File: src/rtl/regfile_wb_arbiter.sv
// rtl/regfile_wb_arbiter.sv - round-robin arbiter merging ALU and load writebacks into one regfile write port
module regfile_wb_arbiter (
  input  logic        clk,
  input  logic        rst,
  input  logic        alu_valid,
  input  logic [4:0]  alu_rd,
  input  logic [31:0] alu_data,
  output logic        alu_ready,
  input  logic        ld_valid,
  input  logic [4:0]  ld_rd,
  input  logic [31:0] ld_data,
  output logic        ld_ready,
  output logic [4:0]  rd_addr,
  output logic [31:0] rd_data,
  output logic        rd_we,
  output logic        wb_src,
  output logic [15:0] conflict_cnt
);

  // prio names the requester that wins the next conflict: 0=ALU, 1=load
  logic prio;
  logic both_valid;

  assign both_valid = alu_valid && ld_valid;

  always_comb begin
    alu_ready = 1'b0;
    ld_ready  = 1'b0;
    if (!rst) begin
      if (both_valid) begin
        alu_ready = !prio;
        ld_ready  = prio;
      end else begin
        alu_ready = alu_valid;
        ld_ready  = ld_valid;
      end
    end
  end

  // Writes to x0 are accepted and latched onto the port, but never enabled
  always_ff @(posedge clk) begin
    if (rst) begin
      rd_we   <= 1'b0;
      rd_addr <= 5'd0;
      rd_data <= 32'd0;
      wb_src  <= 1'b0;
      prio    <= 1'b0;
    end else begin
      rd_we <= 1'b0;
      if (alu_ready) begin
        rd_addr <= alu_rd;
        rd_data <= alu_data;
        wb_src  <= 1'b0;
        rd_we   <= |alu_rd;
        prio    <= 1'b1;
      end else if (ld_ready) begin
        rd_addr <= ld_rd;
        rd_data <= ld_data;
        wb_src  <= 1'b1;
        rd_we   <= |ld_rd;
        prio    <= 1'b0;
      end
    end
  end

  always_ff @(posedge clk) begin
    if (rst) begin
      conflict_cnt <= 16'd0;
    end else if (both_valid && (conflict_cnt != 16'hFFFF)) begin
      conflict_cnt <= conflict_cnt + 16'd1;
    end
  end

endmodule

File: config.mk
export PLATFORM = sky130hd
export DESIGN_NAME = regfile_wb_arbiter
export DESIGN_NICKNAME = d
export VERILOG_FILES = /design/src/rtl/regfile_wb_arbiter.sv
export SDC_FILE = /design/constraint.sdc
export NUM_CORES = 1
export LEC_CHECK = 0
export CAP_MARGIN = 20
export CORE_MARGIN = 1.5
export CORE_UTILIZATION = 41
export CTS_CLUSTER_SIZE = 12
export DETAILED_ROUTE_END_ITERATION = 6
export PLACE_DENSITY = 0.95
export SLEW_MARGIN = 0
export SYNTH_ARGS = -nofsm -noshare
export SYNTH_HDL_FRONTEND = slang
export SYNTH_SLANG_ARGS = --single-unit
File: constraint.sdc
create_clock -name clk -period 3.85 [get_ports clk]
set_input_delay 0.9625 -clock clk [delete_from_list [all_inputs] [get_ports clk]]
set_output_delay 0.9625 -clock clk [all_outputs]
set_load 0.02 [all_outputs]
==> impl_results.md, run 1 <==
- Status: completed
- Synth top area cells: dfxtp_1, a22oi_1, a21oi_1
- Core box area: between 0.005 and 0.006 mm^2
- Post-DP HPWL: 5.43 mm
- Worst Skew: 0.00727 ns
- Routability Congestion: 0.806
- Worst-skew pair later-pin latency: 0.30 ns
- Psw: 0.317 mW
- Commonest cells in the netlist: dfxtp_1, a21oi_1, nand2_1, a22oi_1, clkbuf_1
- CTS resizes: 0
- Ys Warns: 0
- Postcts setup bufs: 0
- Int Power: ~0.9 mW
- Syn nets: 351
- First DRT Iteration DRCs: 109
- Die width: 78.1 um
- RSZ-0062 raised after global routing: no
- Max Cap Viol: 0
- Starting Density: 42.2%
- Ys flop type: dfxtp_1
- CTS tree: built
- Count of cell types in the netlist: 32
- Row cnt: 27
- Die area: 0.00610 mm^2
- Hold Crit Class: register to register
- Ports: 135
- Synth Cell Area: 0.00231 mm^2
- WL per Instance: approximately 16 um
- WHS Path Cells: 2
- Worst setup EP type: output port
- Part of the Yosys area used for sequential elements: 48.5%
- Fillcell total: between 400 and 500
- Crit share post-route: a little over nine tenths
- Die Height: approximately 78 um
- Root Driver: clkbuf_8
- CP arrival: 2.64 ns
- Post-synthesis async set-or-reset flop share: 0%
- GRT Overall Usage: 24.0%
- FF+latch area: between 0.001 and 0.0015 mm^2
- Final hold viol count: 0
- Fin. max-slew vios: 0
- Slew margin rel.: 69.9%
- Avg Synthesized Cell Area: 8.50 um^2
- Switching Fraction: 25.6%
- Final WL: 7.36 mm
- Fmax: 277 MHz
- Crit path max fanout: 7
- Setup TNS: 0 ns
- Initial antenna violation count: 0
- Area leader, netlist: dfxtp_1
- Footprint of the multi-input gates: 0.00112 mm^2
- Layout area overhead: 65.7%
- PwrDens: roughly 320 mW/mm^2
- Htree depth: 2
- Placed Area: approximately 0.0037 mm^2
- Critical path type: primary input to output port
- Critical path startpoint category: primary input
- Worst Path Required: 2.89 ns
- DRC Markers: 0
- Via/cell ratio: 5.56
- Largest net degree at the start of global routing: 45
- Clk pin slew, worst setup/hold paths: roughly 0.09 ns
- Slew at the pin with the worst max-slew slack: 0.451 ns
- Cts bufs inserted: 5
- DRT antenna net count: 0
- First-pass GRT wire length: 11.6 mm
- Count leader, synth: dfxtp_1
- Clock sink count: between 50 and 60
- R2r worst-path depth: 5
- Share of layout cells above drive strength 1: 5.00%
- Vias in the first global route: 2532
- PortBufs: 134
- Sequential share of power: 50.6%
- # hold bufs at CTS: 0
- Min Tclk post-route: 3.61 ns
- Comb pwr share: 22.2%
- Drt pass-1 iters: 4
- Post-synth EDFFs: 0
- Post-route design area: 0.00383 mm^2
- Clk pwr share: 27.3%
- Yosys top cell area share: 48.5%
- Cells after Synth: between 200 and 300
- # diodes: 0
- Max clock buf depth: 2
- Yosys reg bits: 56
- Via Count: 2622
- Leakage: 1.30 nW
- Grt total ovfl: 0
- Nets: 479
- Final setup viols: 0
- Peak VDD IR: 240 uV
-- cells by family (layout without fill, tap and decap cells) --
family                   count (synthesis)  in the layout  share of synthesized area [%]
AO/OA/AOI/OAI                          107            107                           28.8
XOR/XNOR                                 1              1                          0.379
adder cells (fa/ha/maj)                  1              1                          0.541
buffers and inverters                   24            152                           4.22
flip-flops                              56             56                           48.5
multiplexers                             1              1                          0.433
AND/OR/NAND/NOR                         82             82                           17.1
-- cell type report --
type                    count  share of cell area (%)
multi-input cells         192                    29.2
flip-flops and latches     56                    29.3
clock buffers               7                    2.51
repair buffers            141                    36.3
well taps                  72                    2.35
inverters                   4                   0.392
-- flip-flops by register name, summed over array words and instances, names as in the netlist --
| name | count |
|---|---|
| rd_we | 1 |
| wb_src | 1 |
| rd_data | 32 |
| conflict_cnt | 16 |
| rd_addr | 5 |
| prio | 1 |
-- power groups by stage --
| stage | sequential, mW | clock, mW | combinational (mW) |
|---|---|---|---|
| detailed placement | 0.639 | 0 | 0.274 |
| global placement | 0.637 | 0 | 0.267 |
| floorplan | 0.673 | 0 | 0.0730 |
| CTS | 0.625 | 0.343 | 0.275 |
| finish | 0.625 | 0.337 | 0.274 |
| global route | 0.630 | 0.369 | 0.293 |
-- worst max-delay path, cell delays in order --
cell and delay (ns):
clkdlybuf4s50_1 0.52, a21boi_0 0.32, nor2b_2 0.22, clkdlybuf4s50_1 0.63
-- placed cells by master, fill, tap and decap left out, drive strengths merged, types with 6 or more instances in the layout --
| cell type | netlist | routed |
|---|---|---|
| o21ai | 12 | 12 |
| nand3 | 6 | 6 |
| clkbuf | 13 | 7 |
| or4 | 8 | 8 |
| a21oi | 47 | 47 |
| a22oi | 32 | 32 |
| buf | 7 | 8 |
| dfxtp | 56 | 56 |
| nor2 | 8 | 8 |
| nand2 | 41 | 41 |
| clkdlybuf4s50 | 0 | 133 |
| or3 | 8 | 8 |
-- per-layer routing --
layer	global-route usage, %	up-vias	wire length (um)
li1	-	1266	-
met1	28.2	1229	2970
met2	43.1	117	3690
met3	5.12	10	591
met4	8.39	0	113
met5	0	-	0
-- through the flow --
stage	total power [mW]	utilization [%]	cells	hold slack, ns	setup WS [ns]
after floorplan	0.746	-	272	0.493	0.946
after global placement	0.904	68.2	465	0.441	0.311
after detailed placement	0.913	68.2	465	0.446	0.284
after CTS	1.24	70.0	472	0.458	0.268
after global routing	1.29	70.0	472	0.473	0.187
final	1.24	70.0	472	0.456	0.245
-- path summary, 6_finish.rpt --
| kind | from | end | slack (ns) |
|---|---|---|---|
| min | rd_data[16]$_SDFFE_PP0P_ | rd_data[16]$_SDFFE_PP0P_ | 0.46 |
| max reg2reg | conflict_cnt[0]$_SDFFE_PP0P_ | conflict_cnt[14]$_SDFFE_PP0P_ | 1.68 |
| max | ld_valid | alu_ready | 0.24 |
| min reg2reg | rd_data[16]$_SDFFE_PP0P_ | rd_data[16]$_SDFFE_PP0P_ | 0.46 |
Power figures use the tool's default switching activity.
==> inputs of run 2 (changes only) <==
--- a/config.mk
+++ b/config.mk
@@ -7,10 +7,11 @@
 export LEC_CHECK = 0
 export CAP_MARGIN = 20
 export CORE_MARGIN = 1.5
-export CORE_UTILIZATION = 41
+export CORE_UTILIZATION = 38
 export CTS_CLUSTER_SIZE = 12
 export DETAILED_ROUTE_END_ITERATION = 6
-export PLACE_DENSITY = 0.95
+export MAX_ROUTING_LAYER = met4
+export PLACE_DENSITY = 0.91
 export SLEW_MARGIN = 0
 export SYNTH_ARGS = -nofsm -noshare
 export SYNTH_HDL_FRONTEND = slang
==> constraint.sdc (replaced) <==
create_clock -name clk -period 3.45 [get_ports clk]
set_input_delay 0.8625 -clock clk [delete_from_list [all_inputs] [get_ports clk]]
set_output_delay 0.8625 -clock clk [all_outputs]
set_load 0.02 [all_outputs]
==> run 2 against run 1 <==
Net effect: clock skew shrank 0.00084 ns; flip-flop and latch count did not move; sequential power rose by 12%; hold slack improved by 0.0043 ns; combinational power increased by 11%; critical endpoint unchanged; routed wire length decreased by 7.6%; sequential share of layout area shrank 0.18 points; setup slack got worse by 0.11 ns; via count shrank 1.6%; non-clock buffer count rose by 1; largest power group unchanged.
==> impl_results.md, run 2 (same netlist as run 1, synthesis figures left out) <==
- Grt total ovfl: 0
- Min Tclk post-route: between 3 and 4 ns
- Final setup viols: 0
- Footprint of the multi-input gates: roughly 0.0011 mm^2
- Core box area: 0.00589 mm^2
- CP arrival: 2.45 ns
- Most frequent cells in the layout: clkdlybuf4s50_1, dfxtp_1, a21oi_1
- Critical path startpoint category: primary input
- Worst Path Required: 2.59 ns
- Max Cap Viol: 0
- # hold bufs at CTS: 0
- Largest net degree at the start of global routing: 55
- Starting Density: slightly below 40%
- Setup TNS: 0 ns
- Worst-skew pair later-pin latency: 0.30 ns
- Crit share post-route: 96.0%
- Post-route design area: around 0.0039 mm^2
- Post-DP HPWL: 5.05 mm
- Largest regs: rd_data: 32 flops, conflict_cnt: 16 flops, rd_addr: 5 flops
- Clock sink count: 56
- Clk pin slew, worst setup/hold paths: 0.08 ns
- Fillcell total: 481
- Hold Crit Class: register to register
- First-pass GRT wire length: 10.4 mm
- Routability Congestion: 0.821
- Htree depth: 2
- Leakage: 1.31 nW
- Ports: 135
- Peak VDD IR: about 250 uV
- First DRT Iteration DRCs: 82
- Status: completed
- Root Driver: clkbuf_8
- Critical path type: primary input to output port
- PortBufs: 134
- Via/cell ratio: 5.42
- Post-Place Worst Slack: approximately 0.15 ns
- Crit path max fanout: 2
- Nets: 480
- RSZ-0062 raised after global routing: no
- Worst Skew: 0.00643 ns
- Max clock buf depth: 2
- FF+latch area: roughly 0.0011 mm^2
- Max reg flops: 32
- Die Height: 81.0 um
- Share of layout cells above drive strength 1: between 5 and 6%
- Final WL: 6.80 mm
- Largest register by flop count: rd_data
- Placed Area: about 0.0038 mm^2
- Layout area overhead: 66.7%
- DRC Markers: 0
- Slew margin rel.: 37.5%
- Row cnt: 28
- GRT Overall Usage: 20.8%
- Fin. max-slew vios: 0
- WL per Instance: 14.3 um
- Postcts setup bufs: 0
- Cts bufs inserted: 5
- Final hold viol count: 0
- Die width: 81.0 um
- Commonest non-fill, non-tap cell in the layout: clkdlybuf4s50_1
- Die area: around 0.0066 mm^2
- PwrDens: between 300 and 400 mW/mm^2
- Setup WS post-layout: 0.137 ns
- Vias in the first global route: approximately 2400
- Slew at the pin with the worst max-slew slack: 0.927 ns
- DRT antenna net count: 0
- Fmax: 302 MHz
- CTS tree: built
- CTS resizes: 0
- # diodes: 0
- Drt pass-1 iters: 4
- Initial antenna violation count: 0
- Via Count: between 2000 and 3000
- Worst setup EP type: output port
[run 2: cell count changes in the layout (fill, tap and decap cells not counted), sizes merged]
cell | previous run | this run
buf | 8 | 9
[run 2: worst max-delay path, cell delays in order]
cell	delay [ns]
clkdlybuf4s50_1	0.48
a21boi_0	0.26
nor2b_2	0.21
clkdlybuf4s50_1	0.63
[run 2: layout make-up]
cell class	instances	share of cell area, %
multi-input combinational	192	29.0
sequential	56	29.1
tap	75	2.43
timing repair buffer	142	36.5
clock buffer	7	2.50
inverter	4	0.389
[run 2: power by group]
group	total (mW)	leakage [nW]	switching [mW]	internal, mW
Sequential	0.698	0.458	0.0186	0.679
Clock	0.373	0.0503	0.194	0.179
Combinational	0.304	0.802	0.133	0.170
Total	1.37	1.31	0.346	1.03
[run 2: stage by stage]
| step | cells | power [mW] | util (%) | hold WS [ns] |
|---|---|---|---|---|
| floorplan | 272 | 0.832 | - | 0.493 |
| global placement | 469 | 1.01 | 63.9 | 0.441 |
| detailed placement | 469 | 1.02 | 63.9 | 0.446 |
| CTS | 476 | 1.39 | 65.5 | 0.460 |
| global route | 476 | 1.44 | 65.5 | 0.479 |
| finish | 476 | 1.37 | 65.5 | 0.460 |
[run 2: path summary, 6_finish.rpt]
check | startpoint | to | slack (ns) | cells after the start
max | alu_valid | alu_ready | 0.14 | 4
min | rd_data[16]$_SDFFE_PP0P_ | rd_data[16]$_SDFFE_PP0P_ | 0.46 | 2
max reg2reg | conflict_cnt[0]$_SDFFE_PP0P_ | conflict_cnt[1]$_SDFFE_PP0P_ | 1.08 | 6
min reg2reg | rd_data[16]$_SDFFE_PP0P_ | rd_data[16]$_SDFFE_PP0P_ | 0.46 | 2
[run 2: layer usage]
layer	vias up	share of wire (%)	global-route usage [%]
met2	103	50	36.6
met4	0	1.1	7.76
met5	-	0	-
met3	8	8.6	4.16
li1	1267	-	-
met1	1202	41	23.1
==> inputs of run 3 (changes only) <==
--- a/config.mk
+++ b/config.mk
@@ -7,11 +7,11 @@
 export LEC_CHECK = 0
 export CAP_MARGIN = 20
 export CORE_MARGIN = 1.5
-export CORE_UTILIZATION = 38
+export CORE_UTILIZATION = 41
 export CTS_CLUSTER_SIZE = 12
 export DETAILED_ROUTE_END_ITERATION = 6
 export MAX_ROUTING_LAYER = met4
-export PLACE_DENSITY = 0.91
+export PLACE_DENSITY = 0.95
 export SLEW_MARGIN = 0
 export SYNTH_ARGS = -nofsm -noshare
 export SYNTH_HDL_FRONTEND = slang
==> constraint.sdc (replaced) <==
create_clock -name clk -period 4.2 [get_ports clk]
set_input_delay 1.05 -clock clk [delete_from_list [all_inputs] [get_ports clk]]
set_output_delay 1.05 -clock clk [all_outputs]
set_load 0.02 [all_outputs]
==> run 3 against run 2 <==
Net effect: power fell by 13%; cell count decreased by 0.63%; clock power hardly changed; critical path depth is the same; final area is 0.16% higher; count of clock-buffer cells in the layout stayed put; clock skew is 0.0048 ns higher; global-route usage rose by 3.5 points; hold slack worse by 0.0041 ns; via count increased by 1.7%; critical path type unchanged.
==> impl_results.md, run 3 (same netlist as run 1, synthesis figures left out) <==
- Min-delay src: rd_data[21]$_SDFFE_PP0P_
- Via/cell ratio: between 5 and 6
- Post-route design area: around 0.0039 mm^2
- Cts bufs inserted: 5
- Critical path type: primary input to output port
- Commonest non-fill, non-tap cell in the layout: clkdlybuf4s50_1
- Root Driver: clkbuf_8
- Worst Path Required: 3.15 ns
- Row cnt: 27
- Share of layout cells above drive strength 1: between 5 and 6%
- Critical path startpoint category: primary input
- Crit path max fanout: 7
- Initial antenna violation count: 0
- Worst setup EP type: output port
- Setup TNS: 0 ns
- Die width: 78.1 um
- # hold bufs at CTS: 0
- Final hold viol count: 0
- DRT antenna net count: 0
- Hold Crit Class: register to register
- Worst-skew pair later-pin latency: 0.30 ns
- Slew margin rel.: just over 70%
- First-pass GRT wire length: 11.4 mm
- Max Cap Viol: 0
- Clk pin slew, worst setup/hold paths: around 0.08 ns
- Die Height: 78.1 um
- Layout area overhead: 67.0%
- Clock sink count: 56
- Via Count: 2625
- Fmax: 266 MHz
- Reg2reg end: conflict_cnt[14]$_SDFFE_PP0P_
- PortBufs: 134
- Max reg flops: 32
- DRC Markers: 0
- Reg2reg start: conflict_cnt[0]$_SDFFE_PP0P_
- Starting Density: around 42%
- Status: completed
- Post-DP HPWL: 5.39 mm
- Largest register by flop count: rd_data
- WL per Instance: about 16 um
- Leakage: 1.31 nW
- # diodes: 0
- Post-route total power: around 1.2 mW
- R2R Setup Slk: 2.05 ns
- Max clock buf depth: 2
- Worst Skew: 0.0112 ns
- R2r worst-path depth: 5
- Min Tclk post-route: ~3.8 ns
- GRT Overall Usage: 24.3%
- Largest net degree at the start of global routing: 44
- WHS Path Cells: 2
- RSZ-0062 raised after global routing: no
- Fin. max-slew vios: 0
- CTS tree: built
- Vias in the first global route: 2414
- Ports: 135
- Peak VDD IR: 166 uV
- Largest regs: rd_data: 32 flops, conflict_cnt: 16 flops, rd_addr: 5 flops
- Crit share post-route: between 80% and 90%
- Final WL: 7.34 mm
- Slew at the pin with the worst max-slew slack: 0.444 ns
- PwrDens: ~310 mW/mm^2
- Core box area: 0.00547 mm^2
- Placed Area: roughly 0.0037 mm^2
- Nets: 479
- Most frequent cells in the layout: clkdlybuf4s50_1, dfxtp_1, a21oi_1
- Routability Congestion: 0.832
- First DRT Iteration DRCs: between 100 and 150
- Grt total ovfl: 0
- CTS resizes: 0
- Die area: around 0.006 mm^2
- Drt pass-1 iters: 4
- Htree depth: 2
- WHS Endpoint: rd_data[21]$_SDFFE_PP0P_
- Postcts setup bufs: 0
- CP arrival: around 2.7 ns
- Final setup viols: 0
-- run 3: cell types whose count changed in the layout (fill, tap and decap cells not counted), sizes merged --
cell / delta
buf: -1
bufinv: +1
-- run 3: critical path: stages --
cell             delay [ns]
clkdlybuf4s50_1        0.51
a21boi_0               0.31
nor2b_2                0.21
clkdlybuf4s50_1        0.62
-- run 3: area by class of cell --
class	instances	area (um^2)
inverters	4	15.0
repair buffers	141	1390
clock buffers	7	96.3
well taps	72	90.1
clock inverters	1	30.0
fillers	428	1610
flip-flops and latches	56	1120
multi-input cells	192	1120
-- run 3: worst max path at each step --
stage | from | to | slack (ns) | cells past startpoint
6_report | ld_valid | alu_ready | 0.45 | 4
5_1_grt | ld_valid | alu_ready | 0.32 | 4
4_1_cts | ld_valid | alu_ready | 0.43 | 4
3_5_place_dp | ld_valid | alu_ready | 0.45 | 4
3_3_place_gp | ld_valid | alu_ready | 0.49 | 4
2_1_floorplan | alu_valid | alu_ready | 1.12 | 4
-- run 3: per-stage QoR --
step	instances	utilization (%)	setup slack, ns	hold slack [ns]
floorplan	272	-	1.12	0.493
global placement	465	68.2	0.490	0.441
detailed placement	465	68.2	0.448	0.446
CTS	473	70.6	0.425	0.458
global route	473	70.6	0.320	0.474
finish	473	70.6	0.447	0.456
-- run 3: power by group --
| part | switching [mW] | total, mW | internal [mW] |
|---|---|---|---|
| Sequential | 0.0158 | 0.574 | 0.558 |
| Clock | 0.164 | 0.374 | 0.210 |
| Combinational | 0.113 | 0.250 | 0.138 |
-- run 3: per-layer routing --
layer / track usage [%] / up-vias / share of wire (%)
met5: - / - / 0
met4: 9.64 / 0 / 2.2
met3: 4.53 / 13 / 8.9
met2: 42.0 / 133 / 50
met1: 27.7 / 1216 / 39
li1: - / 1263 / -
